===== config.mk =====
export PLATFORM = sky130hd
export DESIGN_NAME = field_unpacker
export DESIGN_NICKNAME = d
export VERILOG_FILES = /design/src/rtl/field_unpacker.sv
export SDC_FILE = /design/constraint.sdc
export NUM_CORES = 1
export LEC_CHECK = 0
export CAP_MARGIN = 20
export CORE_MARGIN = 1.5
export CORE_UTILIZATION = 28
export CTS_BUF_LIST = sky130_fd_sc_hd__clkbuf_2
export CTS_CLUSTER_SIZE = 30
export DETAILED_ROUTE_END_ITERATION = 6
export GPL_ROUTABILITY_DRIVEN = 0
export PLACE_DENSITY = 0.51
export SLEW_MARGIN = 25
export SYNTH_ARGS = -nofsm -noshare
export SYNTH_HDL_FRONTEND = slang
export SYNTH_SLANG_ARGS = --single-unit

===== constraint.sdc =====
create_clock -name clk -period 1.8 [get_ports clk]
set_input_delay 0.45 -clock clk [delete_from_list [all_inputs] [get_ports clk]]
set_output_delay 0.45 -clock clk [all_outputs]
set_load 0.01 [all_outputs]

===== src/rtl/field_unpacker.sv =====
// field_unpacker
//   Streaming unpacker for words built MSB-first as {f0, f1, ..., fN-1}.
//   It emits one field per output handshake, zero- or sign-extended to OUT_W.
//
//   Optional feature macro: FIELD_UNPACKER_BACK2BACK_EN
//     defined   : a new word can be accepted in the same cycle as the
//                 last-field handshake, so there is no bubble between words.
//     undefined : a new word is accepted only in IDLE, which leaves at least
//                 one out_valid=0 cycle between words.
//
// Ports
//   clk, rst         clock; synchronous active-high reset
//   in_valid/ready   input word handshake
//   in_data          packed word; f0 at [IN_W-1 -: FIELD_W]
//   in_count         fields present, counted from the MSB end (0 = empty word)
//   in_sext          1 = sign-extend, 0 = zero-extend
//   out_valid/ready  output field handshake
//   out_data         extended field
//   out_idx          field index within its word (0 = MSB field)
//   out_last         current field is the last of its word
module field_unpacker #(
  parameter int FIELD_W    = 4,
  parameter int NUM_FIELDS = 4,
  parameter int OUT_W      = 8,
  localparam int IN_W  = FIELD_W*NUM_FIELDS,
  localparam int IDX_W = $clog2(NUM_FIELDS),
  localparam int CNT_W = $clog2(NUM_FIELDS+1)
) (
  input  logic             clk,
  input  logic             rst,
  input  logic             in_valid,
  output logic             in_ready,
  input  logic [IN_W-1:0]  in_data,
  input  logic [CNT_W-1:0] in_count,
  input  logic             in_sext,
  output logic             out_valid,
  input  logic             out_ready,
  output logic [OUT_W-1:0] out_data,
  output logic [IDX_W-1:0] out_idx,
  output logic             out_last
);

  typedef enum logic {IDLE = 1'b0, EMIT = 1'b1} state_t;

  state_t           state, state_d;
  logic [IN_W-1:0]  sreg;
  logic             sext_q;
  logic [CNT_W-1:0] cnt_q;
  logic [IDX_W-1:0] idx_q;

  logic             in_fire, out_fire;
  logic [CNT_W-1:0] cnt_in;
  logic [FIELD_W-1:0] fld;

  // Counts larger than the word can hold are clamped to a full word.
  assign cnt_in = (in_count > CNT_W'(NUM_FIELDS)) ? CNT_W'(NUM_FIELDS) : in_count;

  // The current field always sits at the top of sreg.
  assign fld = sreg[IN_W-1 -: FIELD_W];

  generate
    if (OUT_W > FIELD_W) begin : g_ext
      assign out_data = sext_q ? {{(OUT_W-FIELD_W){fld[FIELD_W-1]}}, fld}
                               : {{(OUT_W-FIELD_W){1'b0}}, fld};
    end else begin : g_noext
      assign out_data = fld;
    end
  endgenerate

  assign out_idx  = idx_q;
  assign out_last = (state == EMIT) && (CNT_W'(idx_q) == cnt_q - CNT_W'(1));
  assign in_fire  = in_valid && in_ready;
  assign out_fire = out_valid && out_ready;

  always_comb begin
    state_d   = state;
    out_valid = (state == EMIT);
`ifdef FIELD_UNPACKER_BACK2BACK_EN
    in_ready  = (state == IDLE) || (out_last && out_ready);
`else
    in_ready  = (state == IDLE);
`endif
    case (state)
      IDLE: if (in_fire && (in_count != '0)) state_d = EMIT;
      EMIT: begin
        if (out_fire && out_last) begin
          state_d = IDLE;
`ifdef FIELD_UNPACKER_BACK2BACK_EN
          // The next word goes straight back into EMIT unless it is empty.
          if (in_fire && (in_count != '0)) state_d = EMIT;
`endif
        end
      end
      default: state_d = IDLE;
    endcase
  end

  always_ff @(posedge clk) begin
    if (rst) begin
      state  <= IDLE;
      sreg   <= '0;
      sext_q <= 1'b0;
      cnt_q  <= '0;
      idx_q  <= '0;
    end else begin
      state <= state_d;
      // A load can only coincide with the last-field handshake, so it takes
      // priority over the shift.
      if (in_fire) begin
        sreg   <= in_data;
        sext_q <= in_sext;
        cnt_q  <= cnt_in;
        idx_q  <= '0;
      end else if (out_fire && !out_last) begin
        sreg  <= sreg << FIELD_W;
        idx_q <= idx_q + IDX_W'(1);
      end
    end
  end

endmodule


== After elaboration in Yosys (flattened, before gate mapping) ==
Cells that the tools add are included.

* Register bits after elaboration: 23
* Input bits: 24
* Logic and storage cells: 27

* Add/sub/neg operators: 2
* Order comparisons: 1
* Equal/unequal tests: 1
* Muxes and demuxes: 7
* Bitwise logic cells: 1
* Reduce and logical (&&, ||, !) cells: 10

{| class="wikitable"
|+ Operators with widths
! operator !! count
|-
| $mux 16 || 2
|-
| $mux 8 || 1
|-
| $logic_and 1x1->1 || 6
|-
| $eq 2x3->1 || 1
|-
| $gt 3x3->1 const B || 1
|-
| $mux 3 || 1
|-
| $reduce_bool 3->1 || 1
|-
| $sub 3x1->3 const B || 1
|-
| $add 2x1->2 const B || 1
|-
| $mux 1 || 2
|-
| $pmux 1 s2 || 1
|-
| $reduce_bool 2->1 || 1
|-
| $reduce_or 2->1 || 1
|-
| $logic_not 1->1 || 1
|-
| $not 1->1 || 1
|}

== Logic depth before layout (Yosys ltp) ==
Gate-level depths: netlist of run 1.

* Word-level depth: 7
* Mapped depth: 6
* Mapped depth without buffers: 5

== Worst setup path after synthesis of run 1 ==
Ideal clock, no wire load.

* Kind: reg-to-output
* Start point: reg cnt_q[0]
* End point: out out_last
* Arrival: 1.312 ns
* Data required time: 1.350 ns
* Setup slack: 0.038 ns
* Cell stages (with the launch flop): 6
* Buffers on the path: 0
* Path through: dfxtp_1 inv_1 ha_1 xnor2_1 and3_1 and2_1

* Word-level cells in the longest chain between the ends: 3

{| class="wikitable"
|+ Ends and longest elaborated chain
! element !! line !! text
|-
| start: declaration || 48 || <nowiki>logic [CNT_W-1:0] cnt_q;</nowiki>
|-
| start signal: assignment || 112 || <nowiki>cnt_q <= cnt_in;</nowiki>
|-
| $sub 3x1->3 || 71 || <nowiki>assign out_last = (state == EMIT) && (CNT_W'(idx_q) == cnt_q - CNT_W'(1));</nowiki>
|-
| $eq 2x3->1 || 71 ||
|-
| $logic_and 1x1->1 || 71 ||
|-
| end: declaration || 40 || <nowiki>output logic out_last</nowiki>
|}

No other way between the ends.

== Final worst setup path of run 1 ==
Ends and elaborated chain as after synthesis.

==> results of run 1 <==
timing repair:
action	CTS	global route
hold buffers	0	0
setup buffers	1	0
endpoints found under the setup margin	7	3
resized for setup	23	3
pin swaps	3	0
sequential cells by signal, indices dropped and copies added (netlist names):
register	cells
sreg	16
out_valid	1
sext_q	1
cnt_q	3
out_idx	2
path summary, 6_finish.rpt:
check | from | to | slack (ns) | cells after the start
max | cnt_q[0] | out_last | -0.24 | 6
min | sext_q | sext_q | 0.47 | 2
max reg2reg | cnt_q[1] | sreg[8] | 0.08 | 7
min reg2reg | sext_q | sext_q | 0.47 | 2
metal layers:
metal  up-vias  share of wire, %  GRT usage (%)
met5         -                 0              0
li1        574                 -              -
met2        30                46           23.1
met4         0              0.55           1.96
met3         2               5.3           4.07
met1       536                48           18.7
layout make-up:
type,instances,area share [%]
multi-input cells,91,38.3
inverters,4,0.852
well taps,50,3.55
flip-flops and latches,23,26.7
clock buffers,4,1.14
repair buffers,54,29.5
worst max-delay path, delay by kind of cell, from the launching register on:
family,cells,cell delay (ns)
xor gates and xnor gates,1,0.13
adders and majority gates,1,0.26
buffers and inverters,2,0.13
DFF,1,0.39
and+or+nand+nor,2,0.33
kinds of logic after synthesis:
group | count (synthesis) | share of synthesized area (%)
AOI/OAI and AO/OA | 46 | 29.7
and+or+nand+nor | 35 | 13.4
DFF | 23 | 37.4
buffers and inverters | 22 | 10.3
muxes | 6 | 4.87
xor gates and xnor gates | 3 | 3.35
adders and majority gates | 1 | 1.02
cell usage in the layout, fill, tap and decap left out, types with 5 or more instances in the layout:
| cell | Yosys | layout |
|---|---|---|
| o21ai_0 | 13 | 13 |
| buf_4 | 8 | 16 |
| nand2_1 | 7 | 7 |
| dfxtp_2 | 0 | 5 |
| a211oi_2 | 10 | 10 |
| nor2_1 | 12 | 12 |
| mux2i_1 | 6 | 6 |
| a311oi_1 | 12 | 12 |
| clkdlybuf4s50_1 | 0 | 27 |
| dlygate4sd2_1 | 0 | 6 |
| dfxtp_1 | 23 | 17 |
power by group through the flow:
stage / Sequential, mW / Combinational, mW / Clock (mW)
after detailed placement: 0.582 / 0.314 / 0
after floorplan: 0.579 / 0.177 / 0
after global placement: 0.581 / 0.310 / 0
after CTS: 0.573 / 0.321 / 0.229
after global routing: 0.578 / 0.348 / 0.246
final: 0.572 / 0.318 / 0.217
==> results.json, run 1 <==
{
  "endpoint_kind": "output pin",
  "vias": 1142,
  "multi_input_area_um2": 674,
  "ys.flop_type": "dfxtp_1",
  "worstSetupPathType": "flip-flop to output pin",
  "post_drt_wl_per_cell_um": 14.5,
  "firstDrtPassIters": 4,
  "cts_tree": "built",
  "fin_tns_setup_ns": -0.236,
  "boundaryPins": 37,
  "p_sw_mw": 0.332,
  "holdWs_ns": 0.466,
  "p_per_area_nw_per_um2": 629,
  "fin_cells": 226,
  "place_area_um2": 1700,
  "rsz0062_at_grt": "yes",
  "internal_power_mw": 0.776,
  "async_reset_ff_share_pct": 0,
  "initial_utilization_pct": 29.9,
  "drv_cap": 0,
  "grt.total_usage_pct": 14.0,
  "post-route-min-period_ns": 2.04,
  "netlist_area_um2": 1230,
  "die_h_um": 69.3,
  "p_comb_share_pct": 28.7,
  "cp.arrival_ns": 1.59,
  "yosysTopAreaCell": "dfxtp_1",
  "hold_path.class": "flip-flop to flip-flop",
  "synth_cell_types": 28,
  "root_buffer": "clkbuf_2",
  "max_stage_delay_ns": 0.39,
  "finalSetupViolations": 1,
  "cp.required_ns": 1.35,
  "register_area_um2": 470,
  "tightest_slew_ns": 0.344,
  "cp_slowest_cell": "dfxtp_2",
  "area_growth_pct": 42.9,
  "synth_top_area_share_pct": 37.4,
  "pre_cts_ws_ns": -0.322,
  "numCtsBuffers": 3,
  "fin_total_pwr_mw": 1.11,
  "syn_inst": 136,
  "grt_pass1_vias": 1124,
  "violations": "setup timing",
  "hold_viol": 0,
  "ys_seq_elements": 23,
  "clk-insertion-delay-late_ns": 0.34,
  "detail-route-antenna-nets": 0,
  "dp_hpwl_um": 2320,
  "nFillCells": 407,
  "clkTransAtPathRegs_ns": 0.22,
  "crit_fanout": 2,
  "n_antenna_cell": 0,
  "die_w_um": 69.3,
  "io_buffer_count": 36,
  "worstPathCellList": "inv_2 -> ha_4 -> xor2_2 -> and3_4 -> and2_4 -> buf_6",
  "grt_max_degree": 16,
  "yosys_warnings": 0,
  "final_nets": 202,
  "routed_wl_um": 3280,
  "max_clock_freq_mhz": 491,
  "slew_headroom_pct": 76.9,
  "status": "complete, but fails checks",
  "p_leak_nw": 0.676,
  "drt_iter0_drc": 48,
  "placed_cells": 221,
  "clkPwrFrac_pct": 19.6,
  "post_synth.cell_area_avg_um2": 9.06,
  "rows": 23,
  "clock_skew_ns": 0.00729,
  "synth.most_common_cell": "dfxtp_1",
  "grt.overflow.total": 0,
  "design_area_um2": 1760,
  "cts_num_sinks": 23,
  "drc": 0,
  "finalMaxSlewViolations": 0,
  "antenna_found_initial": 0,
  "cts-htree-levels": 1,
  "synth_common_cells": "23 x dfxtp_1, 13 x o21ai_0, 12 x a311oi_1, 12 x nor2_1, 10 x a211oi_2",
  "fin_crit_sh_pct": 113,
  "setup_slack_ns": -0.236,
  "seq_area_frac_synth_pct": 37.4,
  "utilization_pct": 42.8,
  "core-area_um2": 4120,
  "synth.net_count": 161,
  "critPathLaunchType": "flip-flop",
  "ir_drop_mv": 0.398,
  "sw_frac_of_total_pct": 30.0,
  "drive_gt1_share_pct": 26.7,
  "yosys-top-cells-area": "dfxtp_1 37%, a211oi_2 10%, a311oi_1 8.5%",
  "synth_edf_count": 0,
  "grt_first_pass_wirelength_um": 5530,
  "dieArea_um2": 4810,
  "drt-vias-per-instance": 5.05,
  "cts.path.max_buffers": 2,
  "seqPwrFrac_pct": 51.7
}
No activity file was read; power rests on OpenSTA's default activity.
==> run 2, diff against run 1 <==
Settings changed: PLACE_DENSITY 0.51 to unset.
==> results.json, run 2 (synthesis results as in run 1) <==
{
  "initial_utilization_pct": 29.9,
  "worstHoldPathCells": 2,
  "worstPathCellList": "inv_2 -> ha_4 -> xor2_2 -> and3_1 -> and2_1 -> buf_2",
  "endpoint_kind": "output pin",
  "slew_headroom_pct": 76.9,
  "max_clock_freq_mhz": 491,
  "rsz0062_at_grt": "yes",
  "cts.path.max_buffers": 2,
  "grt_pass1_vias": 1115,
  "grt.overflow.total": 0,
  "post_drt_wl_per_cell_um": 13.6,
  "top_register": "sreg",
  "post_cts.repair.setup_buffers": 0,
  "drc": 0,
  "status": "complete, but fails checks",
  "violations": "setup timing",
  "crit_fanout": 2,
  "setup_slack_ns": -0.236,
  "clkPwrFrac_pct": 20.2,
  "cp_slowest_cell": "dfxtp_2",
  "firstDrtPassIters": 4,
  "internal_power_mw": 0.769,
  "p_comb_share_pct": 27.7,
  "sw_frac_of_total_pct": 30.0,
  "critPathLaunchType": "flip-flop",
  "antenna_found_initial": 0,
  "cp.required_ns": 1.35,
  "vias": 1114,
  "n_antenna_cell": 0,
  "io_buffer_count": 36,
  "r2r-start": "cnt_q[0]",
  "boundaryPins": 37,
  "final_cell_mix": "27 x clkdlybuf4s50_1, 16 x dfxtp_1, 15 x buf_4",
  "regToRegSetupSlack_ns": 0.20,
  "dieArea_um2": 4810,
  "post-route-min-period_ns": 2.04,
  "die_w_um": 69.3,
  "area_growth_pct": 40.0,
  "fin_crit_sh_pct": 113,
  "detail-route-antenna-nets": 0,
  "drive_gt1_share_pct": 25.3,
  "worstSetupPathType": "flip-flop to output pin",
  "rows": 23,
  "rr_worst_depth": 6,
  "drt_iter0_drc": 49,
  "drt-vias-per-instance": 4.97,
  "largest_register_ff_count": 16,
  "cts_num_sinks": 23,
  "finalSetupViolations": 1,
  "grt.total_usage_pct": 13.0,
  "cts_tree": "built",
  "final_nets": 200,
  "grt_first_pass_wirelength_um": 5260,
  "clk-insertion-delay-late_ns": 0.34,
  "clock_skew_ns": 0.00342,
  "register_area_um2": 472,
  "cts-htree-levels": 1,
  "final_common_cell": "clkdlybuf4s50_1",
  "pre_cts_ws_ns": -0.310,
  "p_sw_mw": 0.329,
  "routed_wl_um": 3040,
  "hold_path.class": "flip-flop to flip-flop",
  "clkTransAtPathRegs_ns": 0.22,
  "hold_end": "sext_q",
  "p_leak_nw": 0.676,
  "grt_max_degree": 19,
  "nFillCells": 415,
  "cts_hold_buf": 0,
  "max_stage_delay_ns": 0.39,
  "drv_cap": 0,
  "die_h_um": 69.3,
  "cp.arrival_ns": 1.59,
  "numCtsBuffers": 3,
  "seqPwrFrac_pct": 52.1,
  "tightest_slew_ns": 0.346,
  "core-area_um2": 4120,
  "p_per_area_nw_per_um2": 636,
  "multi_input_area_um2": 667,
  "ir_drop_mv": 0.264,
  "hold_viol": 0,
  "regToRegEndpoint": "sreg[8]",
  "utilization_pct": 41.9,
  "dp_hpwl_um": 2180,
  "hp-start": "sext_q",
  "finalMaxSlewViolations": 0,
  "root_buffer": "clkbuf_2"
}
-- run 2: timing repair --
action / in CTS / in global routing
cloned: 0 / 0
resized for setup: 17 / 7
setup endpoints to repair: 9 / 6
pin swaps: 1 / 1
-- run 2: power by group through the flow --
| stage | clock [mW] | sequential, mW | combinational [mW] |
|---|---|---|---|
| after floorplan | 0 | 0.579 | 0.177 |
| after global placement | 0 | 0.581 | 0.299 |
| after detailed placement | 0 | 0.582 | 0.302 |
| after CTS | 0.235 | 0.573 | 0.304 |
| after global routing | 0.252 | 0.579 | 0.332 |
| final | 0.222 | 0.572 | 0.304 |
-- run 2: worst max path at each step --
stage,end,startpoint,cells after the start,slack (ns)
final,out_last,cnt_q[0],6,-0.24
after global routing,out_last,cnt_q[0],6,-0.34
after CTS,out_last,cnt_q[0],6,-0.28
after detailed placement,out_last,cnt_q[0],6,-0.31
after global placement,out_last,cnt_q[0],6,-0.27
after floorplan,out_last,cnt_q[0],5,0.04
-- run 2: cell type report --
cell class	count	area share [%]
multi-input cells	91	38.7
repair buffers	52	28.4
flip-flops and latches	23	27.3
well taps	50	3.63
clock buffers	4	1.16
inverters	4	0.870
-- run 2: worst max-delay path: cells and delay by family (launching register included) --
kind	cells	cell delay, ns
DFF	1	0.39
and+or+nand+nor	2	0.28
adders and majority gates	1	0.23
buffers and inverters	2	0.17
xor gates and xnor gates	1	0.17
-- run 2: through the flow --
step / hold WS (ns) / instance area, um^2 / instances / setup TNS [ns] / power (mW)
2_1_floorplan: 0.432 / 1230 / 136 / 0 / 0.756
3_3_place_gp: 0.442 / 1680 / 220 / -0.272 / 0.880
3_5_place_dp: 0.449 / 1680 / 220 / -0.310 / 0.884
4_1_cts: 0.474 / 1700 / 224 / -0.388 / 1.11
5_1_grt: 0.498 / 1730 / 224 / -0.336 / 1.16
6_report: 0.468 / 1730 / 224 / -0.236 / 1.10
-- run 2: metal layers --
metal / part of all wire, % / GRT usage [%] / up-vias
li1: - / - / 574
met1: 47 / 16.9 / 511
met2: 48 / 21.8 / 27
met3: 4.3 / 3.49 / 2
met4: 0.66 / 2.61 / 0
met5: 0 / 0 / -
